$ cat config.mk
export PLATFORM = sky130hd
export DESIGN_NAME = bin_to_bcd_seq
export DESIGN_NICKNAME = d
export VERILOG_FILES = /design/src/rtl/bin_to_bcd_seq.sv
export SDC_FILE = /design/constraint.sdc
export NUM_CORES = 1
export LEC_CHECK = 0
export ABC_AREA = 0
export CAP_MARGIN = 15
export CORE_MARGIN = 1.5
export CORE_UTILIZATION = 48
export CTS_CLUSTER_DIAMETER = 200
export DETAILED_ROUTE_END_ITERATION = 6
export GPL_TIMING_DRIVEN = 0
export HOLD_SLACK_MARGIN = 0.15
export PLACE_DENSITY = 0.74
export SLEW_MARGIN = 40
export SYNTH_ARGS = -nofsm -noshare
export SYNTH_HDL_FRONTEND = slang
export SYNTH_SLANG_ARGS = --single-unit
$ cat constraint.sdc
create_clock -name clk -period 1.5 [get_ports clk]
set_input_delay 0.45 -clock clk [delete_from_list [all_inputs] [get_ports clk]]
set_output_delay 0.45 -clock clk [all_outputs]
set_load 0.02 [all_outputs]
$ cat src/rtl/bin_to_bcd_seq.sv
// Sequential shift-add-3 (double dabble) binary-to-BCD converter.
// One iteration per clock; the packed result is held stable between conversions.
module bin_to_bcd_seq #(
  parameter int BIN_WIDTH = 8,
  parameter int DIGITS    = 3
) (
  input  logic                  clk,
  input  logic                  rst_n,
  input  logic                  start,
  input  logic [BIN_WIDTH-1:0]  bin_in,
  output logic                  busy,
  output logic                  done,
  output logic [4*DIGITS-1:0]   bcd_out
);

  localparam int SW = 4 * DIGITS;
  localparam int CW = $clog2(BIN_WIDTH + 1);

  localparam logic [0:0] IDLE  = 1'b0;
  localparam logic [0:0] SHIFT = 1'b1;

  localparam logic [CW-1:0] LAST_ITER = CW'(BIN_WIDTH - 1);
  localparam logic [CW-1:0] CNT_ONE   = CW'(1);

  logic [0:0]           state_q, state_d;
  logic [BIN_WIDTH-1:0] bin_q, bin_d;
  logic [SW-1:0]        scratch_q, scratch_d;
  logic [CW-1:0]        cnt_q, cnt_d;
  logic                 busy_q, busy_d;
  logic                 done_q, done_d;
  logic [SW-1:0]        bcd_q, bcd_d;

  logic [SW-1:0]           adj;
  logic [SW+BIN_WIDTH-1:0] shifted;

  // Every digit is corrected in parallel before the joint shift.
  generate
    for (genvar gi = 0; gi < DIGITS; gi++) begin : g_adj
      assign adj[4*gi +: 4] = (scratch_q[4*gi +: 4] >= 4'd5) ?
                              (scratch_q[4*gi +: 4] + 4'd3) :
                              scratch_q[4*gi +: 4];
    end
  endgenerate

  assign shifted = {adj, bin_q} << 1;

  always_comb begin
    state_d   = state_q;
    bin_d     = bin_q;
    scratch_d = scratch_q;
    cnt_d     = cnt_q;
    busy_d    = busy_q;
    done_d    = 1'b0;
    bcd_d     = bcd_q;
    case (state_q)
      IDLE: begin
        if (start) begin
          bin_d     = bin_in;
          scratch_d = '0;
          cnt_d     = '0;
          busy_d    = 1'b1;
          state_d   = SHIFT;
        end
      end
      SHIFT: begin
        {scratch_d, bin_d} = shifted;
        cnt_d              = cnt_q + CNT_ONE;
        if (cnt_q == LAST_ITER) begin
          // Only the finished value ever reaches the output register.
          bcd_d   = shifted[SW+BIN_WIDTH-1:BIN_WIDTH];
          done_d  = 1'b1;
          busy_d  = 1'b0;
          state_d = IDLE;
        end
      end
      default: state_d = IDLE;
    endcase
  end

  always_ff @(posedge clk or negedge rst_n) begin
    if (!rst_n) begin
      state_q   <= IDLE;
      bin_q     <= '0;
      scratch_q <= '0;
      cnt_q     <= '0;
      busy_q    <= 1'b0;
      done_q    <= 1'b0;
      bcd_q     <= '0;
    end else begin
      state_q   <= state_d;
      bin_q     <= bin_d;
      scratch_q <= scratch_d;
      cnt_q     <= cnt_d;
      busy_q    <= busy_d;
      done_q    <= done_d;
      bcd_q     <= bcd_d;
    end
  end

  assign busy    = busy_q;
  assign done    = done_q;
  assign bcd_out = bcd_q;

endmodule

Yosys cells after proc, flatten, opt, wreduce, memory -nomap -nowiden:

Cells that the tools add are included.

* memories: 0
* output and inout bits: 14
* latch bits: 0
* bits in registers: 39
* memory bits (read-only): 0
* memory bits (writable): 0
* word-level logic and storage cells: 37

* divide/modulo/power cells: 0
* reductions and logical operators: 2
* multipliers: 0
* mux-type cells: 17
* eq/ne operators: 3
* $add $sub $neg: 4
* bitwise gates (word level): 1
* shift-type cells: 0
* magnitude comparators: 3

Operators with widths (number)
* 12-bit case mux with 2 select lines: 1
* 8-bit case mux with 2 select lines: 1
* 4-bit by 3-bit >= comparator with 1-bit output, second input constant: 3
* 12-bit 2-to-1 mux: 1
* 4-bit 2-to-1 mux: 3
* 4-bit by 2-bit adder with 4-bit output, second input constant: 2
* 8-bit 2-to-1 mux: 1
* 4-bit case mux with 2 select lines: 1
* 1-bit 2-to-1 mux: 6
* 4-bit by 1-bit adder with 4-bit output, second input constant: 1
* 4-bit by 3-bit equality test with 1-bit output, second input constant: 1
* 1-bit case mux with 2 select lines: 2
* 2-bit AND reduction: 2
* 3-bit by 2-bit adder with 3-bit output, second input constant: 1
* 3-bit 2-to-1 mux: 1
* 2-bit by 1-bit != test with 1-bit output, second input constant: 1
* 2-bit != test, second input constant: 1
* 1-bit inverter: 1

Depth between registers and ports, before layout:

Gate-level depths: netlist of the first run.

* depth in word-level cells: 3
* gate-level depth with buffers: 6
* mapped depth without buffers: 6

Worst setup path after synthesis of the first run:

Ideal clock, no wire load.

* kind: register to register
* start: register scratch_q[0]
* end: register scratch_q[2]
* library setup time: 80 ps
* data required time: 1420 ps
* data arrival time: 1398 ps
* period minus slack after synthesis: 1478 ps
* setup slack: 22 ps
* stages on the path, launching flop included: 7
* cells stage by stage: dfrtp_1 inv_1 ha_1 nand2b_2 a21oi_2 mux2_4 o22ai_2

* cells in the longest elaborated chain, start to end: 3

Ends and longest elaborated chain
* start, declared: line 27 `logic [SW-1:0] scratch_q, scratch_d;`
* start signal, assigned: line 92 `scratch_q <= scratch_d;`
* 4-bit by 2-bit adder with 4-bit output / 4-bit by 3-bit >= comparator with 1-bit output (equally long branches): line 40, 39
* 4-bit 2-to-1 mux *: line 39 `assign adj[4*gi +: 4] = (scratch_q[4*gi +: 4] >= 4'd5) ?`
* 12-bit case mux with 2 select lines *: line 55 `case (state_q)`

Every way passes the cells marked *; elsewhere a longest branch is shown, timed or not.
A chain may end at the register's enable or synchronous reset.

Worst setup path after layout of the first run:

* start: register scratch_q[4]
* end: register scratch_q[8]

Same word-level chain as after synthesis.

==> results of run 1 <==
==> how the worst max path moves through the flow <==
stage,end,slack [ns]
global placement,bin_q[0]$_DFFE_PN0P_,-0.89
global route,scratch_q[10]$_DFFE_PN0P_,-0.03
CTS,scratch_q[10]$_DFFE_PN0P_,0.003
detailed placement,scratch_q[6]$_DFFE_PN0P_,-0.14
finish,scratch_q[8]$_DFFE_PN0P_,0.02
floorplan,scratch_q[2]$_DFFE_PN0P_,0.02
==> sequential cells by signal, indices dropped and copies added, names as in the netlist <==
register,cells
bcd_out,12
bin_q,8
busy,1
cnt_q,4
done,1
scratch_q,12
state_q,1
==> area by class of cell <==
cell class                 instances  area [um2]
timing repair buffer              40       359.1
clock inverter                     1       5.005
clock buffer                       6       82.58
buffer                             9       46.29
inverter                           9       33.78
tap                               48       60.06
fill                             303        1199
multi-input combinational        120       872.1
sequential                        39       975.9
==> power groups by stage <==
stage	Sequential (mW)	Combinational, mW	Clock [mW]
2_1_floorplan	1.97	1.43	0
6_report	1.89	2.93	0.710
3_3_place_gp	1.84	2.16	0
4_1_cts	1.85	2.53	0.731
5_1_grt	1.95	3.22	0.795
3_5_place_dp	1.87	2.29	0
==> cell usage in the layout, fill, tap and decap left out, types with 2 or more instances in the layout <==
cell type and count:
nand3_1 3, nand2_1 35, mux2i_1 8, dlygate4sd2_1 13, o22ai_1 9, a21oi_1 6, nand2b_4 3, buf_2 8
ha_4 4, clkdlybuf4s50_1 8, dfrtp_1 39, a21oi_4 3, nor3b_1 5, o21ai_0 11, xnor2_1 3, buf_4 16
clkbuf_8 6, inv_1 2, o21ai_1 12, ha_2 2, nor2_1 4, mux2_4 3, inv_2 7
==> worst reg2reg max path, stage by stage, from the launching register on <==
cell	delay, ns
dfrtp_1	0.44
ha_4	0.18
nand2b_4	0.14
buf_4	0.13
nor3b_1	0.14
a21oi_1	0.22
o22ai_1	0.11
==> synthesized netlist by cell type <==
master	n
a21oi_1	6
a21oi_2	3
a22o_1	1
buf_2	7
buf_4	1
clkbuf_1	1
dfrtp_1	39
ha_1	7
inv_1	8
inv_2	1
mux2_1	1
mux2_2	1
mux2_4	1
mux2i_1	8
nand2_1	35
nand2b_1	2
nand2b_2	1
nand3_1	3
nand4b_1	1
nor2_1	4
nor3_1	1
nor3b_1	5
o21ai_0	11
o21ai_1	12
o22ai_1	10
o22ai_2	1
o31ai_1	1
xnor2_1	4
xor2_1	1
==> through the flow <==
stage | TNS, ns | worst slack (ns)
final | 0 | 0.02009
after global routing | -0.1180 | -0.03001
after CTS | 0 | 0.003421
after detailed placement | -0.4513 | -0.1362
after global placement | -34.86 | -0.8919
after floorplan | 0 | 0.02246
==> cell families (layout without fill, tap and decap cells) <==
group	count (synthesis)	count (layout)	share of synthesized area
AOI/OAI and AO/OA	45	45	0.1458
xor gates and xnor gates	5	5	0.02430
adders and majority gates	7	7	0.04861
buffers and inverters	18	65	0.04444
DFF	39	39	0.5417
muxes	11	11	0.06528
and+or+nand+nor	52	52	0.1299
==> per-layer routing <==
layer,up-vias,global-route usage,share of wire
li1,698,-,-
met1,674,0.2451,0.43
met2,39,0.3581,0.49
met3,9,0.07042,0.048
met4,0,0.1223,0.029
met5,-,0,0
==> what timing repair did <==
action | 4_1_cts | 5_1_grt
pin swaps | 4 | 2
gates resized for setup | 28 | 15
endpoints found under the hold margin | 19 | 0
gates cloned | 0 | 0
buffers inserted | 7 | 8
hold buffers | 1 | 0
setup endpoints to repair | 20 | 11
==> impl_results.rst, run 1 <==
.. list-table::
   :header-rows: 1

   * - Metric
     - Value
   * - Status
     - complete, no violations
   * - Critical-path top delay cell
     - dfrtp_1
   * - Overall routing resource usage
     - 0.2164
   * - Area of the placeable core
     - roughly 0.0036 mm2
   * - Level count of the clock H-tree
     - 2
   * - NumNets Final
     - between 200 and 250
   * - N_diodes
     - 0
   * - Logic depth of the worst path, buffers included
     - 6
   * - Share of Yosys cell area claimed by the top area cell type
     - 0.5417
   * - Number of hold violations in the final report
     - 0
   * - Initial antenna violation count
     - 0
   * - Number of stages on the worst hold path
     - 2
   * - Overall via count from detail_route
     - 1420
   * - Final setup fails
     - 0
   * - Number of detailed-route iterations in the first pass
     - 4
   * - Total length of routed wires
     - 3.909 mm
   * - Main area contributors after synthesis
     - dfrtp_1 (54%), nand2_1 (7.3%), ha_1 (4.9%)
   * - Final core utilization
     - 0.6701
   * - DR DRC count
     - 0
   * - Actual slew at the worst max-slew pin
     - about 0.56 ns
   * - CP top delay family
     - flip-flops
   * - Worst flop-to-flop path startpoint
     - scratch_q[4]$_DFFE_PN0P_
   * - Hold path startpoint
     - bcd_out[0]$_DFFE_PN0P_
   * - CP Cell Sequence
     - ha_4, nand2b_4, buf_4, nor3b_1, a21oi_1, o22ai_1
   * - Share of final-layout standard cells stronger than drive strength 1
     - 0.2545
   * - Largest stage delay on the critical path
     - 0.44 ns
   * - Remaining antenna violation count
     - 0
   * - Flop2flop setup slack
     - 0.02 ns
   * - I/O pin total
     - 25
   * - Die height
     - 64.27 um
   * - Synth Cell Area
     - between 0.0015 and 0.002 mm2
   * - Total power after layout
     - approximately 5.5 mW
   * - Worst Setup End Kind
     - flop
   * - Area enclosed by the die boundary
     - slightly above 0.004 mm2
   * - First DRT Iteration DRCs
     - between 80 and 90
   * - Sequential area share after synthesis
     - 0.5417
   * - Number of max-capacitance violations reported
     - 0
   * - Sw power
     - 2.192 mW
   * - Critical path required time
     - between 1.5 and 2 ns
   * - Critical path buffer and inverter count
     - 1
   * - Crit path kind
     - flop to flop
   * - Pwr per Cell Area
     - 2270 mW/mm2
   * - Horizontal extent of the die
     - approximately 64 um
   * - Combinational share of power
     - 0.530
   * - Number of warnings reported in the yosys synthesis log
     - 0
   * - Area growth syn-to-layout
     - 35.14%
   * - Launching instance or port of the critical path
     - scratch_q[4]$_DFFE_PN0P_
   * - Static Leakage
     - about 1.1 nW
   * - CTS tree
     - done
   * - Final design instance area without fill
     - 0.002435 mm2
   * - Placed standard-cell area
     - approximately 0.0021 mm2
   * - Maximum resistive drop on vdd
     - ~0.98 mV
   * - Capture point of the worst reg-to-reg path
     - scratch_q[8]$_DFFE_PN0P_
   * - First-pass GRT wire length
     - ~6.7 mm
   * - Routability congestion estimate from global placement
     - 0.8005
   * - Library cell occupying the most area in the post-synthesis netlist
     - dfrtp_1
   * - IO Port Bufs
     - 23
   * - Post-layout minimum cycle time
     - between 1 and 1.5 ns
   * - Net Count, Synth
     - ~200
   * - Routed wire length per instance
     - roughly 14 um
   * - Number of sinks handled by clock tree synthesis
     - 39
   * - Maximum clock skew at final layout
     - 0.004380 ns
   * - Cell count after placement
     - between 200 and 250
   * - Worst Hold Endpoint
     - bcd_out[0]$_DFFE_PN0P_
   * - Num rows
     - 22
   * - Worst-case hold slack
     - 0.4724 ns
   * - Starting density of the core
     - 0.4959
   * - Number of max-slew violations in the final report
     - 0
   * - CTS clk-pin slew, worst paths
     - roughly 0.07 ns
   * - Worst rel slew slack
     - 0.6284
   * - Setup repair after global routing missed its margin
     - yes
   * - Number of unique standard cell types used by synthesis
     - 29
   * - Number of clock buffers inserted by TritonCTS
     - 5
   * - Share of total power in sequential cells
     - 0.342
   * - Final cell count without fillers
     - around 270
   * - Switching part of the total power
     - 0.3965
   * - Syn_area_per_cell
     - 10.18 um2
   * - Arrival time of data at the critical path endpoint
     - 1.64 ns
   * - Share of the cycle needed by the critical path after routing
     - 0.9866
   * - Clock latency reported for the late side of the worst-skew pair
     - between 0.2 and 0.3 ns
   * - Upper clock frequency limit
     - approximately 0.68 GHz
   * - Clock network fraction of total power
     - 0.129
   * - Clock Tree Buf Depth
     - 2
   * - Worst Setup Start Kind
     - flop
   * - Depth of the worst register-to-register path
     - 6
   * - Cell internal pwr
     - between 3 and 4 mW
   * - Gate count after technology mapping
     - 177
   * - Classification of the worst-slack hold path
     - flop to flop
   * - Leftover overflow at the end of global routing
     - 0
   * - Largest net degree at the start of global routing
     - 21
   * - Clock Root Buffer
     - clkbuf_8
   * - Number of global-route vias before repair
     - 1463
   * - DPL Wire Length
     - 2.625 mm
   * - Peak fanout along the critical path
     - 3
   * - DR vias/cell
     - roughly 5.2
   * - Number of flip-flops and latches in the synthesized netlist
     - 39
Note: power is estimated with default switching activity, not from simulation.
==> run 2: changes to the inputs <==
- REMOVE_ABC_BUFFERS: unset -> 1
==> impl_results.rst, run 2 (synthesis gave the netlist of run 1 again) <==
.. list-table::
   :header-rows: 1

   * - Metric
     - Value
   * - Number of max-capacitance violations reported
     - 0 (unchanged)
   * - Upper clock frequency limit
     - 0.6753 GHz (was 0.6757 GHz)
   * - First-pass GRT wire length
     - 6.244 mm (was 6.686 mm)
   * - Post-layout minimum cycle time
     - 1.481 ns (was 1.480 ns)
   * - Status
     - complete, no violations (unchanged)
   * - Area occupied by multi-input gates
     - 868.3 um2 (was 872.1 um2)
   * - Setup repair after global routing missed its margin
     - yes (unchanged)
   * - Worst Setup Start Kind
     - flop (unchanged)
   * - Maximum clock skew at final layout
     - 0.009504 ns (was 0.004380 ns)
   * - Clock Tree Buf Depth
     - 2 (unchanged)
   * - Largest net degree at the start of global routing
     - 28 (was 21)
   * - Commonest non-fill, non-tap cell in the layout
     - dfrtp_1 (unchanged)
   * - Number of hold violations in the final report
     - 0 (unchanged)
   * - Maximum resistive drop on vdd
     - 0.8150 mV (was 0.9782 mV)
   * - Horizontal extent of the die
     - 64.27 um (unchanged)
   * - Overall routing resource usage
     - 0.1997 (was 0.2164)
   * - Overall via count from detail_route
     - 1400 (was 1420)
   * - Count of filler cells inserted in the layout
     - 285 (was 303)
   * - Share of final-layout standard cells stronger than drive strength 1
     - 0.2430 (was 0.2545)
   * - Actual slew at the worst max-slew pin
     - 0.5628 ns (was 0.5573 ns)
   * - Critical path required time
     - 1.70 ns (was 1.66 ns)
   * - Worst Setup End Kind
     - flop (unchanged)
   * - Share of total power in sequential cells
     - 0.353 (was 0.342)
   * - Number of sinks handled by clock tree synthesis
     - 39 (unchanged)
   * - Crit path kind
     - flop to flop (unchanged)
   * - Clock latency reported for the late side of the worst-skew pair
     - 0.29 ns (about the same)
   * - Num rows
     - 22 (unchanged)
   * - Seq. cell area
     - 979.7 um2 (was 975.9 um2)
   * - Level count of the clock H-tree
     - 2 (unchanged)
   * - Clock network fraction of total power
     - 0.160 (was 0.129)
   * - Worst rel slew slack
     - 0.6248 (was 0.6284)
   * - CTS tree
     - done (unchanged)
   * - Classification of the worst-slack hold path
     - flop to flop (unchanged)
   * - Final design instance area without fill
     - 0.002407 mm2 (was 0.002435 mm2)
   * - Switching part of the total power
     - 0.3851 (was 0.3965)
   * - Combinational share of power
     - 0.487 (was 0.530)
   * - DR DRC count
     - 0 (unchanged)
   * - Number of global-route vias before repair
     - 1417 (was 1463)
   * - DPL Wire Length
     - 2.331 mm (was 2.625 mm)
   * - Most used cells in the layout excluding fill and tap cells
     - dfrtp_1 (38), nand2_1 (35), dlygate4sd2_1 (13) (was dfrtp_1 (39), nand2_1 (35), buf_4 (16))
   * - Area growth syn-to-layout
     - 33.61% (was 35.14%)
   * - Area of the placeable core
     - 0.003633 mm2 (unchanged)
   * - Share of the cycle needed by the critical path after routing
     - 0.9872 (was 0.9866)
   * - Routed wire length per instance
     - 13.96 um (was 14.37 um)
   * - Peak fanout along the critical path
     - 5 (was 3)
   * - I/O pin total
     - 25 (unchanged)
   * - First DRT Iteration DRCs
     - 70 (was 89)
   * - Routability congestion estimate from global placement
     - 0.7375 (was 0.8005)
   * - Clock Root Buffer
     - clkbuf_8 (unchanged)
   * - Pre-CTS WS
     - -0.2042 ns (was -0.1362 ns)
   * - NumNets Final
     - 231 (was 242)
   * - Sw power
     - 2.136 mW (was 2.192 mW)
   * - Area enclosed by the die boundary
     - 0.004130 mm2 (unchanged)
   * - Remaining antenna violation count
     - 0 (unchanged)
   * - Number of max-slew violations in the final report
     - 0 (unchanged)
   * - Number of detailed-route iterations in the first pass
     - 5 (was 4)
   * - IO Port Bufs
     - 24 (was 23)
   * - Pwr per Cell Area
     - 2305 mW/mm2 (was 2270 mW/mm2)
   * - Placed standard-cell area
     - 0.002092 mm2 (was 0.002115 mm2)
   * - Die height
     - 64.27 um (unchanged)
   * - DR vias/cell
     - 5.344 (was 5.221)
   * - Cell internal pwr
     - 3.411 mW (was 3.336 mW)
   * - CTS clk-pin slew, worst paths
     - 0.07 ns (about the same)
   * - Worst path setup slack after routing
     - 0.01922 ns (was 0.02009 ns)
   * - Leftover overflow at the end of global routing
     - 0 (unchanged)
   * - Total length of routed wires
     - 3.657 mm (was 3.909 mm)
   * - Arrival time of data at the critical path endpoint
     - 1.68 ns (was 1.64 ns)
   * - Starting density of the core
     - 0.4959 (unchanged)
   * - Static Leakage
     - 1.108 nW (was 1.127 nW)
   * - Initial antenna violation count
     - 0 (unchanged)
   * - N_diodes
     - 0 (unchanged)
   * - Final setup fails
     - 0 (unchanged)
   * - Number of clock buffers inserted by TritonCTS
     - 5 (unchanged)
## run 2: changes by cell type in the layout (fill, tap and decap cells not counted), sizes merged
cell / change
bufinv: +1
buf: -10
clkbuf: -1
## run 2: power groups by stage
stage	registers [mW]	logic (mW)	clock network, mW
floorplan	2.01	1.33	0
detailed placement	1.93	2.15	0
global route	2.02	2.98	0.978
finish	1.96	2.70	0.890
CTS	1.92	2.33	0.916
global placement	1.89	2.01	0
## run 2: stage by stage
| stage | TNS [ns] | hold slack [ns] | cells | utilization | power, mW |
|---|---|---|---|---|---|
| CTS | -0.0006316 | 0.4780 | 258 | 0.6288 | 5.166 |
| finish | 0 | 0.4748 | 262 | 0.6625 | 5.548 |
| global placement | -56.15 | 0.4611 | 240 | 0.5658 | 3.897 |
| floorplan | -2.081 | 0.1544 | 168 | - | 3.337 |
| global route | -0.09022 | 0.5057 | 262 | 0.6625 | 5.977 |
| detailed placement | -1.679 | 0.3925 | 243 | 0.5758 | 4.081 |
## run 2: area by class of cell
cell class | count | area share
inverter | 9 | 0.01507
clock inverter | 2 | 0.01455
clock buffer | 6 | 0.03430
tap | 48 | 0.02495
multi-input combinational | 120 | 0.3607
timing repair buffer | 38 | 0.1435
sequential | 39 | 0.4070
## run 2: path summary, 6_finish.rpt
path,start,to,slack (ns),cells after the start
max,scratch_q[0]$_DFFE_PN0P_,scratch_q[2]$_DFFE_PN0P_,0.02,6
min,bcd_out[2]$_DFFE_PN0P_,bcd_out[2]$_DFFE_PN0P_,0.47,2
max reg2reg,scratch_q[0]$_DFFE_PN0P_,scratch_q[2]$_DFFE_PN0P_,0.02,6
min reg2reg,bcd_out[2]$_DFFE_PN0P_,bcd_out[2]$_DFFE_PN0P_,0.47,2
max in group asynchronous,rst_n,scratch_q[2]$_DFFE_PN0P_,0.44,3
min in group asynchronous,rst_n,scratch_q[11]$_DFFE_PN0P_,0.61,2
## run 2: routing by layer
metal	up-vias	part of all wire	routed length [um]	global-route usage
li1	682	-	-	-
met1	678	0.43	1556	0.2267
met2	33	0.52	1897	0.3438
met3	7	0.037	136	0.05986
met4	0	0.018	67	0.09309
met5	-	0	0	0
## run 2: worst max-delay path, stage by stage, from the launching register on
cell and delay, ns:
dfrtp_1 0.42, inv_2 0.11, ha_4 0.18, nand2b_4 0.07, a21oi_4 0.17, mux2_4 0.33, o22ai_2 0.13
## run 2: timing repair
| action | 4_1_cts | 5_1_grt |
|---|---|---|
| pin swaps | 3 | 3 |
| cloned | 0 | 0 |
| buffers inserted | 6 | 4 |
| setup endpoints to repair | 30 | 13 |
| endpoints found under the hold margin | 14 | 0 |
| hold buffers | 1 | 0 |
| resized for setup | 28 | 20 |
